$ cat src/rtl/kme_stream_cfg_core.sv
// Key-management-engine stream core: 2-entry skid FIFO between inbound and outbound
// AXI-Stream, frame-structure checker, beat/frame counters and an APB3 register slave.
module kme_stream_cfg_core #(
  parameter int          APB_AW = 16,
  parameter logic [31:0] REV    = 32'h0001_0000
) (
  input  logic              clk,
  input  logic              rst,
  input  logic              kme_ib_tvalid,
  output logic              kme_ib_tready,
  input  logic              kme_ib_tlast,
  input  logic              kme_ib_tid,
  input  logic [7:0]        kme_ib_tstrb,
  input  logic [7:0]        kme_ib_tuser,
  input  logic [63:0]       kme_ib_tdata,
  output logic              kme_ob_tvalid,
  output logic              kme_ob_tlast,
  output logic              kme_ob_tid,
  output logic [7:0]        kme_ob_tstrb,
  output logic [7:0]        kme_ob_tuser,
  output logic [63:0]       kme_ob_tdata,
  input  logic              kme_ob_tready,
  input  logic [APB_AW-1:0] apb_paddr,
  input  logic              apb_psel,
  input  logic              apb_penable,
  input  logic              apb_pwrite,
  input  logic [31:0]       apb_pwdata,
  output logic [31:0]       apb_prdata,
  output logic              apb_pready,
  output logic              apb_pslverr,
  output logic              kme_interrupt,
  output logic              kme_idle
);
  typedef struct packed {
    logic        last;
    logic        id;
    logic [7:0]  strb;
    logic [7:0]  user;
    logic [63:0] data;
  } beat_t;

  localparam logic [APB_AW-1:0] A_REV  = APB_AW'('h00);
  localparam logic [APB_AW-1:0] A_SCR  = APB_AW'('h04);
  localparam logic [APB_AW-1:0] A_CTRL = APB_AW'('h08);
  localparam logic [APB_AW-1:0] A_STAT = APB_AW'('h0C);
  localparam logic [APB_AW-1:0] A_IST  = APB_AW'('h10);
  localparam logic [APB_AW-1:0] A_IMSK = APB_AW'('h14);
  localparam logic [APB_AW-1:0] A_BCNT = APB_AW'('h18);
  localparam logic [APB_AW-1:0] A_FCNT = APB_AW'('h1C);

  beat_t       mem [2];
  beat_t       ib_beat, ob_beat;
  logic        wr_ptr, rd_ptr;
  logic [1:0]  count;
  logic        in_frame;
  logic [1:0]  ctrl, int_status, int_mask;
  logic [31:0] scratch, beat_cnt, frame_cnt;
  logic        acc, push, pop, sof, sof_err_set, orphan_set;

  assign ib_beat       = '{last: kme_ib_tlast, id: kme_ib_tid, strb: kme_ib_tstrb,
                           user: kme_ib_tuser, data: kme_ib_tdata};
  assign kme_ib_tready = ctrl[0] & (count != 2'd2);
  assign acc           = kme_ib_tvalid & kme_ib_tready;
  assign push          = acc & ~ctrl[1];
  assign pop           = (count != 2'd0) & kme_ob_tready;
  assign sof           = (kme_ib_tuser == 8'h01);
  assign sof_err_set   = acc & sof & in_frame;
  assign orphan_set    = acc & ~sof & ~in_frame;

  // Head entry is gated so the outbound fields read 0 whenever nothing is queued.
  assign ob_beat       = (count != 2'd0) ? mem[rd_ptr] : '0;
  assign kme_ob_tvalid = (count != 2'd0);
  assign {kme_ob_tlast, kme_ob_tid, kme_ob_tstrb, kme_ob_tuser, kme_ob_tdata} = ob_beat;
  assign kme_idle      = (count == 2'd0) & ~in_frame & ~kme_ib_tvalid;

  always_ff @(posedge clk) begin
    if (rst) begin
      wr_ptr   <= 1'b0;
      rd_ptr   <= 1'b0;
      count    <= 2'd0;
      in_frame <= 1'b0;
    end else begin
      if (push) begin
        mem[wr_ptr] <= ib_beat;
        wr_ptr      <= ~wr_ptr;
      end
      if (pop) rd_ptr <= ~rd_ptr;
      count <= count + {1'b0, push} - {1'b0, pop};
      if (acc) begin
        if (kme_ib_tlast) in_frame <= 1'b0;
        else if (sof)     in_frame <= 1'b1;
      end
    end
  end

  // APB decode: zero wait states, errors suppress both the write and read data.
  logic        access, hit, ro, wr_ok, rd_ok;
  logic [31:0] rdata;

  always_comb begin
    hit   = 1'b1;
    ro    = 1'b0;
    rdata = '0;
    case (apb_paddr)
      A_REV:  begin rdata = REV; ro = 1'b1; end
      A_SCR:  rdata = scratch;
      A_CTRL: rdata = {30'd0, ctrl};
      A_STAT: begin rdata = {28'd0, count, in_frame, kme_idle}; ro = 1'b1; end
      A_IST:  rdata = {30'd0, int_status};
      A_IMSK: rdata = {30'd0, int_mask};
      A_BCNT: rdata = beat_cnt;
      A_FCNT: rdata = frame_cnt;
      default: hit = 1'b0;
    endcase
  end

  assign access      = apb_psel & apb_penable;
  assign apb_pready  = access;
  assign apb_pslverr = access & (~hit | (apb_pwrite & ro));
  assign wr_ok       = access & apb_pwrite & hit & ~ro;
  assign rd_ok       = access & ~apb_pwrite & hit;
  assign apb_prdata  = rd_ok ? rdata : '0;

  always_ff @(posedge clk) begin
    if (rst) begin
      scratch       <= '0;
      ctrl          <= 2'b01;
      int_status    <= '0;
      int_mask      <= '0;
      beat_cnt      <= '0;
      frame_cnt     <= '0;
      kme_interrupt <= 1'b0;
    end else begin
      if (wr_ok && apb_paddr == A_SCR)  scratch  <= apb_pwdata;
      if (wr_ok && apb_paddr == A_CTRL) ctrl     <= apb_pwdata[1:0];
      if (wr_ok && apb_paddr == A_IMSK) int_mask <= apb_pwdata[1:0];
      // Hardware set is OR-ed after the W1C clear so a coincident event is kept.
      int_status <= (int_status & ~((wr_ok && apb_paddr == A_IST) ? apb_pwdata[1:0] : 2'b00))
                  | {orphan_set, sof_err_set};
      if (wr_ok && apb_paddr == A_BCNT)   beat_cnt <= '0;
      else if (acc)                       beat_cnt <= beat_cnt + 32'd1;
      if (wr_ok && apb_paddr == A_FCNT)   frame_cnt <= '0;
      else if (acc && kme_ib_tlast)       frame_cnt <= frame_cnt + 32'd1;
      kme_interrupt <= |(int_status & int_mask);
    end
  end
endmodule

$ cat config.mk
export PLATFORM = sky130hd
export DESIGN_NAME = kme_stream_cfg_core
export DESIGN_NICKNAME = d
export VERILOG_FILES = /design/src/rtl/kme_stream_cfg_core.sv
export SDC_FILE = /design/constraint.sdc
export NUM_CORES = 1
export LEC_CHECK = 0
export ABC_AREA = 1
export BUFFER_PORTS_ARGS = -buffer_cell sky130_fd_sc_hd__buf_4
export CAP_MARGIN = 40
export CORE_AREA = 2 2 171 140
export DETAILED_ROUTE_END_ITERATION = 12
export DIE_AREA = 0 0 173 142
export MAX_ROUTING_LAYER = met4
export PLACE_DENSITY = 0.79
export SYNTH_ARGS = -nofsm -noshare
export SYNTH_HDL_FRONTEND = slang
export SYNTH_SLANG_ARGS = --single-unit
$ cat constraint.sdc
create_clock -name clk -period 23.5 [get_ports clk]
set_input_delay 5.875 -clock clk [delete_from_list [all_inputs] [get_ports clk]]
set_output_delay 5.875 -clock clk [all_outputs]
set_load 0.02 [all_outputs]
### Yosys cells after proc, flatten, opt, wreduce, memory -nomap -nowiden

Memory sizes are Yosys's and may differ from the RTL's. A register that Yosys moved wholly into a read port is not among the register bits.
Index checks and enable logic that the tools add are counted.

* flip-flop bits (word level): 108
* RAM bits: 164
* bits of input ports: 137
* output and inout port bits: 120
* logic and storage cells: 87
* memories kept: 1

* $add $sub $neg: 4
* eq/ne operators: 9
* multiplexer cells: 13
* bitwise operators: 32
* reductions and logical operators: 17

Memory list
* mem: depth 2, width 82, rd ports 1, clocked after Yosys merged registers in 1, wr ports 1, RTL line 51 `beat_t mem [2];`

Operator list (count)
* 32-bit case mux with 8 select lines: 1
* 82-bit 2-to-1 mux: 1
* 32-bit by 1-bit adder with 32-bit output, second input constant: 2
* 16-bit by 5-bit == test with 1-bit output, second input constant: 4
* 16-bit by 4-bit == test with 1-bit output, second input constant: 2
* 32-bit 2-to-1 mux: 1
* 1-bit AND: 18
* 16-bit by 3-bit == test with 1-bit output, second input constant: 1
* 16-bit logical NOT: 1
* 1-bit 2-to-1 mux: 9
* 1-bit inverter: 9
* 8-bit by 1-bit == test with 1-bit output, second input constant: 1
* 2-bit OR reduction: 4
* 8-bit OR reduction: 1
* 1-bit logical AND: 7
* 2-bit AND: 2
* 2-bit nonzero test: 2
* 2-bit by 1-bit adder with 2-bit output: 1
* 2-bit logical NOT: 1
* 2-bit 2-to-1 mux: 1
* 2-bit inequality test, second input constant: 1
* 2-bit inverter: 1
* 2-bit bitwise OR: 1
* 2-bit AND reduction: 1
* other kinds (2): 2

### Longest topological paths before layout

Gate-level depths: netlist of run 1.

* depth after elaboration: 10
* gate-level depth with buffers: 13
* depth with buffers taken out: 12

### Worst setup path before layout of run 1

No wires, ideal clock.

* kind: input port to output port
* from: input port apb_paddr[15]
* to: output port apb_prdata[21]
* arrival: 7323 ps
* data required time: 17625 ps
* path slack: 10302 ps
* stages: 9
* buffers on the path: 2
* cells stage by stage: nor2_1 nand2_1 nor2_4 nand2_1 inv_1 buf_4 buf_2 nand2_1 a31oi_1

* word-level cells in the longest chain between the ends: 5
* elaborated cells between the ends (all ways): 13
* those cells by class: 7 x eq/ne; 3 x mux; 1 x bitwise; 2 x reduce/logical

Ends and longest elaborated chain
* start, declared: RTL line 23 `input logic [APB_AW-1:0] apb_paddr,`
* 16-bit by 3-bit == test with 1-bit output, or another cell as far along: RTL line 104 `case (apb_paddr)`
* 8-bit OR reduction (no line)
* 1-bit 2-to-1 mux: RTL line 104
* 1-bit AND: RTL line 121 `assign rd_ok = access & ~apb_pwrite & hit;`
* 32-bit 2-to-1 mux (*): RTL line 122 `assign apb_prdata = rd_ok ? rdata : '0;`
* end, declared: RTL line 28 `output logic [31:0] apb_prdata,`

Every way passes the cells marked *; elsewhere a longest branch is shown, timed or not.

### Worst setup path after layout of run 1

* from: input port apb_paddr[13]
* to: output port apb_prdata[23]

The elaborated chain is that of the path after synthesis.

==> out/results.txt, run 1 <==
initial antenna violation count -> 0
Worst-Skew Late Latency -> 0.55 ns
Reg area -> 7110 um2
# fillers -> 1,818
initial cell density of the core -> 54.0%
final WL -> 35,400 um
Final Cell Area -> 15,400 um2
#FFs+latches synth -> 273
setup TNS -> 0 ns
delay-heaviest family, CP -> simple AND/OR/NAND/NOR gates
Pint -> 917 uW
YS warnings -> 0
Cell Chain, Critical Path -> buf_4, nor2_1, nand2_1, nor2_4, nand2_1, nand2_1, nor2_1, nand2_4, nand2_1, buf_8, a31oi_1, buf_4
Synth top area share -> 39.8%
period utilization -> 61.2%
Syn Nets -> 1,558
Slew headroom -> 37.9%
max-cap viol count -> 0
CTS Buf Count -> 27
post-DP HPWL -> 25,100 um
EDFF count, synth -> 164
endpoints failing hold -> 0
wire length per cell -> 17.8 um
GP Congestion -> 0.996
Final min period -> 14.39 ns
status -> completed
fin cells -> 1,984
Detailed Routing Iterations Pass 1 -> 8
count of pins over their slew limit -> 0
fraction of registers with async set/reset -> 0%
worst endpoint required time -> 17.62 ns
Seq/Total Area, Yosys -> 57.5%
CTS tree -> yes
Syn Area/Cell -> 8.72 um2
Resize count post-CTS -> 0
Most common cell on crit path -> nand2_1
Synth area leader -> edfxtp_1
slowest CP cell -> nand2_1
FP Rows -> 50
number of global-route vias before repair -> 10,000
Post-Syn Area -> 12,400 um2
layout cells sized above 1 -> 19.9%
ranking of synthesized cells by area -> edfxtp_1 (40%), dfxtp_1 (18%), nand2_1 (13%)
area grow syn2layout -> 24.9%
maximum operating frequency -> 69.5 MHz
WP buf/inv -> 3
Hold-fix buffers, CTS -> 0
Sequential Power Share -> 40.5%
vias per cell -> 5.43
Multi-input gate area -> 4590 um2
H-tree levels -> 1
GRT Total Usage -> 28.9%
first-pass GRT wire length -> 54,500 um
Finish-stage setup viols -> 0
Setup crit end kind -> output pin
IO buf count -> 256
synth unique cells -> 41
total clock sinks -> 273
switching share of power -> 32.1%
CP Class -> in2out
Clk pin slew, worst setup/hold paths -> 0.06 ns
DRC -> 0
Post-DP Area -> 14,500 um2
Comb pwr share -> 27.7%
Die ar. -> 24,600 um2
n_diodes -> 0
Mapped Cells -> 1,417
number of DRC markers in iteration 0 -> 1,031
CP Max Fanout -> 28
grt total ovfl -> 0
Die Height -> 142 um
most instantiated cells after synthesis -> nand2_1 (419), nor2_1 (192), edfxtp_1 (164)
worst slew pin tran -> 0.931 ns
IR Drop Worst-Case VDD -> 0.0000521 V
NumNets Final -> 1,792
Via Count -> 10,800
prevailing post-synth register cell -> edfxtp_1
Critical Path AT -> 8.52 ns
Power Dens Cells -> 87.5 nW/um2
leakage -> 0.00585 uW
Worst Setup Start Kind -> input pin
Hold Crit Class -> reg2reg
slowest stage delay, CP -> 0.53 ns
skew final -> 0.0123 ns
clock root buffer -> clkbuf_16
RSZ-0062 raised after global routing -> false
post-CTS setup buffer count -> 0
I/O pin count -> 257
clk buf depth -> 3
total placed cells including tap cells -> 1,934
most frequent cell after synthesis -> nand2_1
Core Region -> 22,900 um2
DIE WIDTH -> 173 um
Sw Pwr -> 434 uW
DRT antenna net count -> 0
clock share of power -> 31.8%
largest net degree at the start of global routing -> 84
-- through the flow --
stage	setup WS, ns	utilization, %	hold WS [ns]	total power (uW)
2_1_floorplan	10.30	-	0.426	766
3_3_place_gp	8.88	63.1	0.436	922
3_5_place_dp	9.17	63.5	0.445	929
4_1_cts	9.15	67.4	0.454	1360
5_1_grt	8.89	67.4	0.493	1400
6_report	9.11	67.4	0.467	1350
-- registers in the layout (all words and copies together), names as in the netlist, named ones only --
signal         cells
count              2
in_frame           1
scratch           32
kme_interrupt      1
int_mask           2
rd_ptr             1
wr_ptr             1
mem              164
beat_cnt          32
frame_cnt         32
ctrl               2
int_status         2
-- kinds of logic after synthesis --
logic type               Yosys count  synth area share [%]
flip-flops                       273                  57.5
buffers and inverters            164                  5.52
XOR/XNOR                          40                  2.83
adder cells (fa/ha/maj)            4                 0.405
AO/OA/AOI/OAI                    204                  9.14
AND/OR/NAND/NOR                  732                  24.6
-- final cells by class --
cell class / instances / area share (%)
repair buffers: 267 / 13.4
multi-input cells: 980 / 29.7
clock inverters: 13 / 0.843
inverters: 102 / 2.48
flip-flops and latches: 273 / 46.0
well taps: 312 / 2.53
clock buffers: 37 / 4.94
-- cells in the final DEF (no fill, tap or decap), types with 3 or more instances in the layout --
master,netlist,layout
nand2_1,419,419
buf_4,1,263
nor2_1,192,190
edfxtp_1,164,164
a21oi_1,157,157
dfxtp_1,109,108
inv_1,100,100
nand3_1,37,37
xor2_1,37,37
nand4_1,34,34
nor3_1,28,27
clkbuf_16,0,27
o22ai_1,18,18
a221oi_1,9,9
o21ai_0,8,8
clkinv_1,1,5
clkbuf_8,0,5
clkbuf_1,35,5
nor2_4,2,4
ha_1,4,4
a21oi_2,3,3
nand2_4,3,3
a31oi_1,3,3
xnor2_1,3,3
nor4_1,3,3
buf_16,0,3
-- routing by layer --
metal / vias to the layer above / track usage, % / share of wire [%]
met5: - / - / 0
met4: 0 / 7.49 / 2.4
met3: 67 / 7.32 / 9.9
met2: 480 / 44.7 / 46
met1: 5062 / 38.4 / 42
li1: 5170 / - / -
-- worst paths after layout --
check,end,slack [ns],from,cells after the start
hold / removal,flop,0.47,rd_ptr$_SDFFE_PP0P_,1
setup / recovery,apb_prdata[23],9.11,apb_paddr[13],12
hold reg to reg,flop,0.47,rd_ptr$_SDFFE_PP0P_,1
setup reg to reg,mem[0][46]$_DFFE_PP_,20.72,count[0]$_SDFF_PP0_,7
-- power groups by stage --
stage          registers, uW  logic, uW  clock network, uW
2_1_floorplan            559        208                  0
3_3_place_gp             557        365                  0
3_5_place_dp             558        371                  0
4_1_cts                  548        374                433
5_1_grt                  550        399                452
6_report                 548        374                430
Power figures use the tool's default switching activity.
==> run 2, diff against run 1 <==
- CORE_AREA: 2 2 171 140 -> 2 2 179 146
- DIE_AREA: 0 0 173 142 -> 0 0 181 148
- PLACE_DENSITY: 0.79 -> 0.76
- clock period: 23.5 -> 11.6 ns (I/O delays scaled with it)
==> run 2 against run 1 <==
Net effect:
- clock-buffer cell count down 2
- global-route usage down 2.0 points
- clock skew down 0.0017 ns
- clock power up 110%
- sequential power up 100%
- total power up 110%
- sequential cell count unchanged
- setup slack worse by 5.8 ns
- die area up 9.0%
- combinational power up 110%
- critical path depth unchanged
- sequential share of layout area about the same
- critical endpoint is now apb_prdata[3]
- largest power group unchanged
==> out/results.txt, run 2 (synthesis results as in run 1) <==
period utilization -> 71.6%
Critical Path AT -> 5.40 ns (-3.12 ns)
final worst slack -> 3.30 ns (-5.81 ns)
vias per cell -> 5.40 (-0.67%)
endpoints failing hold -> 0 (unchanged)
largest net degree at the start of global routing -> 82 (-2.4%)
Setup crit end kind -> output pin
Power Dens Cells -> 180 nW/um2 (+110%)
GRT Total Usage -> 26.9% (-2.0 points)
n_diodes -> 0 (unchanged)
FP Rows -> 52 (+4.0%)
Detailed Routing Iterations Pass 1 -> 6 (-2)
setup TNS -> 0 ns (unchanged)
largest register by flop count -> mem
clk buf depth -> 3 (unchanged)
CTS tree -> yes
total clock sinks -> 273 (unchanged)
CP Max Fanout -> 29 (+3.6%)
DRC -> 0 (unchanged)
Worst Setup Start Kind -> input pin
Core Region -> 25,000 um2 (+9.1%)
number of DRC markers in iteration 0 -> 1,054 (+2.2%)
commonest cells after routing, fill and taps aside -> nand2_1 (419), buf_4 (263), nor2_1 (190)
Clk pin slew, worst setup/hold paths -> 0.06 ns (about the same)
wire length per cell -> 18.1 um (+1.3%)
Final min period -> 8.30 ns
status -> completed
Via Count -> 10,800 (-0.065%)
GP Congestion -> 0.992 (-0.43%)
Die Height -> 148 um (+4.2%)
most common cell after layout, fill and taps aside -> nand2_1
post-DP HPWL -> 25,900 um (+3.5%)
Worst-Skew Late Latency -> 0.55 ns (about the same)
worst endpoint required time -> 8.70 ns (-8.92 ns)
max-cap viol count -> 0 (unchanged)
final WL -> 36,100 um (+1.9%)
layout cells sized above 1 -> 19.7% (-0.18 points)
CP Class -> in2out
worst slew pin tran -> 0.902 ns (-0.0289 ns)
DRT antenna net count -> 0 (unchanged)
initial antenna violation count -> 0 (unchanged)
leakage -> 0.00585 uW (about the same)
IR Drop Worst-Case VDD -> 0.000134 V (+160%)
DP Worst Slack -> 3.31 ns (-5.87 ns)
R2R setup slack -> 8.52 ns (-12.20 ns)
Die ar. -> 26,800 um2 (+9.0%)
grt total ovfl -> 0 (unchanged)
Slew headroom -> 39.6% (+1.7 points)
I/O pin count -> 257 (unchanged)
Pwr Total -> 2780 uW (+110%)
first-pass GRT wire length -> 55,200 um (+1.2%)
Hold Crit Class -> reg2reg
Post-DP Area -> 14,600 um2 (about the same)
NumNets Final -> 1,792 (unchanged)
IO buf count -> 256 (unchanged)
initial cell density of the core -> 49.5% (-4.5 points)
Final Cell Area -> 15,400 um2 (about the same)
RSZ-0062 raised after global routing -> false
count of pins over their slew limit -> 0 (unchanged)
Hold-fix buffers, CTS -> 0 (unchanged)
H-tree levels -> 1 (unchanged)
clock root buffer -> clkbuf_16
max reg flops -> 164 (unchanged)
Finish-stage setup viols -> 0 (unchanged)
CTS Buf Count -> 27 (unchanged)
post-CTS setup buffer count -> 0 (unchanged)
number of global-route vias before repair -> 10,100 (+0.47%)
skew final -> 0.0106 ns (-0.00174 ns)
# fillers -> 2,158 (+19%)
Util after Layout -> 61.8% (-5.6 points)
DIE WIDTH -> 181 um (+4.6%)
maximum operating frequency -> 120 MHz
Resize count post-CTS -> 0 (unchanged)
area grow syn2layout -> 24.9% (about the same)
## run 2: path summary, 6_finish.rpt
kind | depth (start not counted) | end | from
worst min register to register | 1 | flop | rd_ptr$_SDFFE_PP0P_
worst max register to register | 7 | mem[0][34]$_DFFE_PP_ | count[0]$_SDFF_PP0_
worst min-delay path | 1 | flop | rd_ptr$_SDFFE_PP0P_
worst max-delay path | 12 | apb_prdata[3] | apb_paddr[9]
## run 2: cell type report
| type | instances | area (um2) | area share [%] |
|---|---|---|---|
| sequential | 273 | 7110 | 46.0 |
| clock inverter | 15 | 190 | 1.23 |
| clock buffer | 35 | 706 | 4.57 |
| multi-input combinational | 980 | 4590 | 29.7 |
| timing repair buffer | 267 | 2060 | 13.3 |
| inverter | 102 | 383 | 2.48 |
| tap | 324 | 405 | 2.62 |
## run 2: per-layer routing
metal	vias to the layer above	wire (um)	GRT usage (%)
li1	5175	-	-
met1	5059	15000	35.7
met2	473	16800	42.5
met3	65	3460	5.67
met4	0	882	6.79
met5	-	0	-
## run 2: worst max-delay path, stage by stage
cell	delay, ns
buf_4	0.11
nor2_1	0.11
nand2_1	0.10
nor2_4	0.20
nand2_1	0.52
nand2_1	0.23
nor2_1	0.09
nand2_4	0.26
nand2_1	0.26
buf_16	0.23
a41oi_1	0.20
buf_4	0.18
## run 2: through the flow
step,hold WS (ns),instances
2_1_floorplan,0.426,1417
3_3_place_gp,0.429,1942
3_5_place_dp,0.438,1946
4_1_cts,0.441,1996
5_1_grt,0.476,1996
6_report,0.439,1996
## run 2: power breakdown
group / switching (uW) / leakage (uW) / internal, uW
clock: 370 / 0.000431 / 521
combinational: 499 / 0.00304 / 270
sequential: 28.0 / 0.00238 / 1090
==> run 3, diff against run 2 <==
- ABC_AREA: 1 -> 0
- CORE_AREA: 2 2 179 146 -> 2 2 169 138
- DIE_AREA: 0 0 181 148 -> 0 0 171 140
- PLACE_DENSITY: 0.76 -> 0.78
- clock period: 11.6 -> 8.01 ns (I/O delays scaled with it)
==> run 3 against run 2 <==
Net effect:
- wire length decreased by 16%
- non-clock buffer count increased by 7
- synthesized cell count fell by 26%
- sequential cell count is the same
- sequential power is 46% higher
- critical path depth decreased by 4
- first-iteration DRC count shrank 25%
- critical endpoint is now apb_prdata[1]
- largest power group unchanged
- clock power grew 37%
==> out/results.txt, run 3 <==
post-CTS setup buffer count -> 0 (unchanged)
I/O pin count -> 257 (unchanged)
status -> completed
hold path cells -> 2 (+1)
total clock sinks -> 273 (unchanged)
YS warnings -> 0 (unchanged)
max reg flops -> 164 (unchanged)
layout cells sized above 1 -> 25.5% (+5.8 points)
Hold Crit Class -> reg2reg
Syn Nets -> 1,196 (-23%)
area grow syn2layout -> 27.4%
setup TNS -> 0 ns (unchanged)
Detailed Routing Iterations Pass 1 -> 5 (-1)
Power Dens Cells -> 263 nW/um2 (+46%)
commonest cells after routing, fill and taps aside -> buf_4 (263), nor2_1 (172), edfxtp_1 (164)
WHS -> 0.456 ns (+0.0170 ns)
GP Congestion -> 0.925 (-6.8%)
initial cell density of the core -> 53.0% (+3.5 points)
Finish-stage setup viols -> 0 (unchanged)
CTS tree -> yes
IO buf count -> 256 (unchanged)
DRC -> 0 (unchanged)
clock root buffer -> clkbuf_16
Resize count post-CTS -> 0 (unchanged)
DRT antenna net count -> 0 (unchanged)
FP Rows -> 49 (-5.8%)
switching share of power -> 30.5% (-1.8 points)
final WL -> 30,200 um (-16%)
post-DP HPWL -> 21,000 um (-19%)
Mapped Cells -> 1,055 (-26%)
Synth top area share -> 41.9% (+2.0 points)
initial antenna violation count -> 1 (+1)
worst reg2reg path endpoint -> mem[1][18]$_DFFE_PP_
grt total ovfl -> 0 (unchanged)
Hold Path Origin -> scratch[12]$_SDFFE_PP0P_
largest net degree at the start of global routing -> 64 (-22%)
Setup crit end kind -> output pin
CTS Buf Count -> 28 (+3.7%)
vias per cell -> 5.59 (+3.6%)
Die Height -> 140 um (-5.4%)
Comb pwr share -> 27.5% (-0.2 points)
most instantiated cells after synthesis -> nor2_1 (174), edfxtp_1 (164), dfxtp_1 (109)
hold path endpoint -> scratch[12]$_SDFFE_PP0P_
CP Max Fanout -> 9 (-69%)
max-cap viol count -> 0 (unchanged)
count of pins over their slew limit -> 0 (unchanged)
synth unique cells -> 56 (+37%)
largest register by flop count -> mem
Slew headroom -> 42.8% (+3.2 points)
worst endpoint required time -> 6.01 ns (-2.69 ns)
skew final -> 0.0214 ns (+0.0108 ns)
number of DRC markers in iteration 0 -> 795 (-25%)
RSZ-0062 raised after global routing -> false
EDFF count, synth -> 164 (unchanged)
worst slew pin tran -> 0.855 ns (-0.0468 ns)
DIE WIDTH -> 171 um (-5.5%)
clock share of power -> 30.9% (-1.2 points)
Sequential Power Share -> 41.6% (+1.4 points)
Seq/Total Area, Yosys -> 60.4% (+2.9 points)
Syn Area/Cell -> 11.2 um2 (+28%)
Final min period -> 6.28 ns
Pint -> 2740 uW (+46%)
wire length per cell -> 18.6 um (+2.8%)
endpoints failing hold -> 0 (unchanged)
H-tree levels -> 1 (unchanged)
IR Drop Worst-Case VDD -> 0.000217 V (+62%)
Post-Syn Area -> 11,800 um2 (-4.8%)
number of global-route vias before repair -> 8,635 (-14%)
#FFs+latches synth -> 273 (unchanged)
first-pass GRT wire length -> 46,300 um (-16%)
Critical R2R Launch -> ctrl[0]$_SDFFE_PP1P_
Sw Pwr -> 1200 uW (+34%)
Hold-fix buffers, CTS -> 0 (unchanged)
fraction of registers with async set/reset -> 0% (unchanged)
Die ar. -> 23,900 um2 (-11%)
R2R setup slack -> 5.19 ns (-3.33 ns)
period utilization -> 78.4%
ranking of synthesized cells by area -> edfxtp_1 (42%), dfxtp_1 (19%), mux2i_1 (7.7%)
leakage -> 0.00538 uW (-8.0%)
R2R depth -> 5 (-2)
maximum operating frequency -> 159 MHz
Synth area leader -> edfxtp_1
CP Class -> in2out
Core Region -> 22,200 um2 (-11%)
most frequent cell after synthesis -> nor2_1
prevailing post-synth register cell -> edfxtp_1
NumNets Final -> 1,437 (-20%)
Critical Path AT -> 4.28 ns (-1.12 ns)
GRT Total Usage -> 25.2% (-1.7 points)
Clk pin slew, worst setup/hold paths -> 0.06 ns (about the same)
Worst-Skew Late Latency -> 0.54 ns (about the same)
Via Count -> 9,095 (-16%)
most common cell after layout, fill and taps aside -> buf_4
clk buf depth -> 3 (unchanged)
Worst Setup Start Kind -> input pin
## run 3: changes by cell type after synthesis, moves of 10 or more
cell      before  now
nand2_1      419  107
a21oi_1      157   63
mux2i_1        0   91
inv_1        100   10
xnor2_1        3   32
a22oi_1        0   19
nor2_1       192  174
o22ai_1       18    0
a222oi_1       0   11
xor2_1        37   26
nor4_1         3   13
## run 3: cell families after synthesis
group                      after synthesis  synth area share [%]
AOI/OAI and AO/OA                      109                  5.78
xor gates and xnor gates                58                  4.32
adders and majority gates                4                 0.425
buffers and inverters                   73                  2.62
DFF                                    273                  60.4
muxes                                   91                  7.74
and+or+nand+nor                        447                  18.7
## run 3: how the worst max path moves through the flow
stage | startpoint | endpoint | depth (start not counted) | slack [ns]
3_5_place_dp | apb_paddr[13] | apb_prdata[16] | 9 | 1.87
4_1_cts | apb_paddr[13] | apb_prdata[16] | 9 | 1.85
6_report | apb_paddr[9] | apb_prdata[1] | 8 | 1.73
3_3_place_gp | apb_paddr[9] | apb_prdata[1] | 7 | 1.15
2_1_floorplan | kme_ib_tvalid | mem[1][0]$_DFFE_PP_ | 4 | 1.77
5_1_grt | apb_paddr[9] | apb_prdata[1] | 8 | 1.68
## run 3: layer usage
metal | up-vias | global-route usage [%] | part of all wire, %
met1 | 4353 | 33.7 | 42
met4 | 0 | 8.97 | 3.8
met3 | 79 | 3.87 | 7.1
met2 | 382 | 39.3 | 47
met5 | - | - | 0
li1 | 4281 | - | -
## run 3: layout make-up
type,count,area (um2)
antenna,2,5.00
clock buffer,46,831
clock inverter,6,37.5
fill,1697,7210
inverter,10,37.5
multi-input combinational,709,4380
sequential,273,7110
tap,306,383
timing repair buffer,274,2200
## run 3: stage by stage
stage	setup slack, ns	utilization [%]	area (um2)	power (uW)	cells
6_report	1.73	67.5	15000	3940	1626
5_1_grt	1.68	67.5	15000	4100	1625
4_1_cts	1.85	67.5	15000	3970	1624
3_5_place_dp	1.87	63.6	14100	2760	1572
3_3_place_gp	1.15	62.6	13900	2720	1561
2_1_floorplan	1.77	-	11800	2280	1055
## run 3: power by group through the flow
stage / logic, uW / registers [uW] / clock network (uW)
6_report: 1080 / 1640 / 1220
3_3_place_gp: 1050 / 1670 / 0
5_1_grt: 1160 / 1650 / 1290
4_1_cts: 1090 / 1640 / 1240
2_1_floorplan: 645 / 1640 / 0
3_5_place_dp: 1090 / 1670 / 0
## run 3: critical path: stages
cell             delay, ns
buf_4                 0.11
nor4_1                0.37
clkdlybuf4s18_2       0.35
and4_1                0.40
nor4bb_1              0.40
a21oi_1               0.08
a21oi_1               0.35
buf_4                 0.21
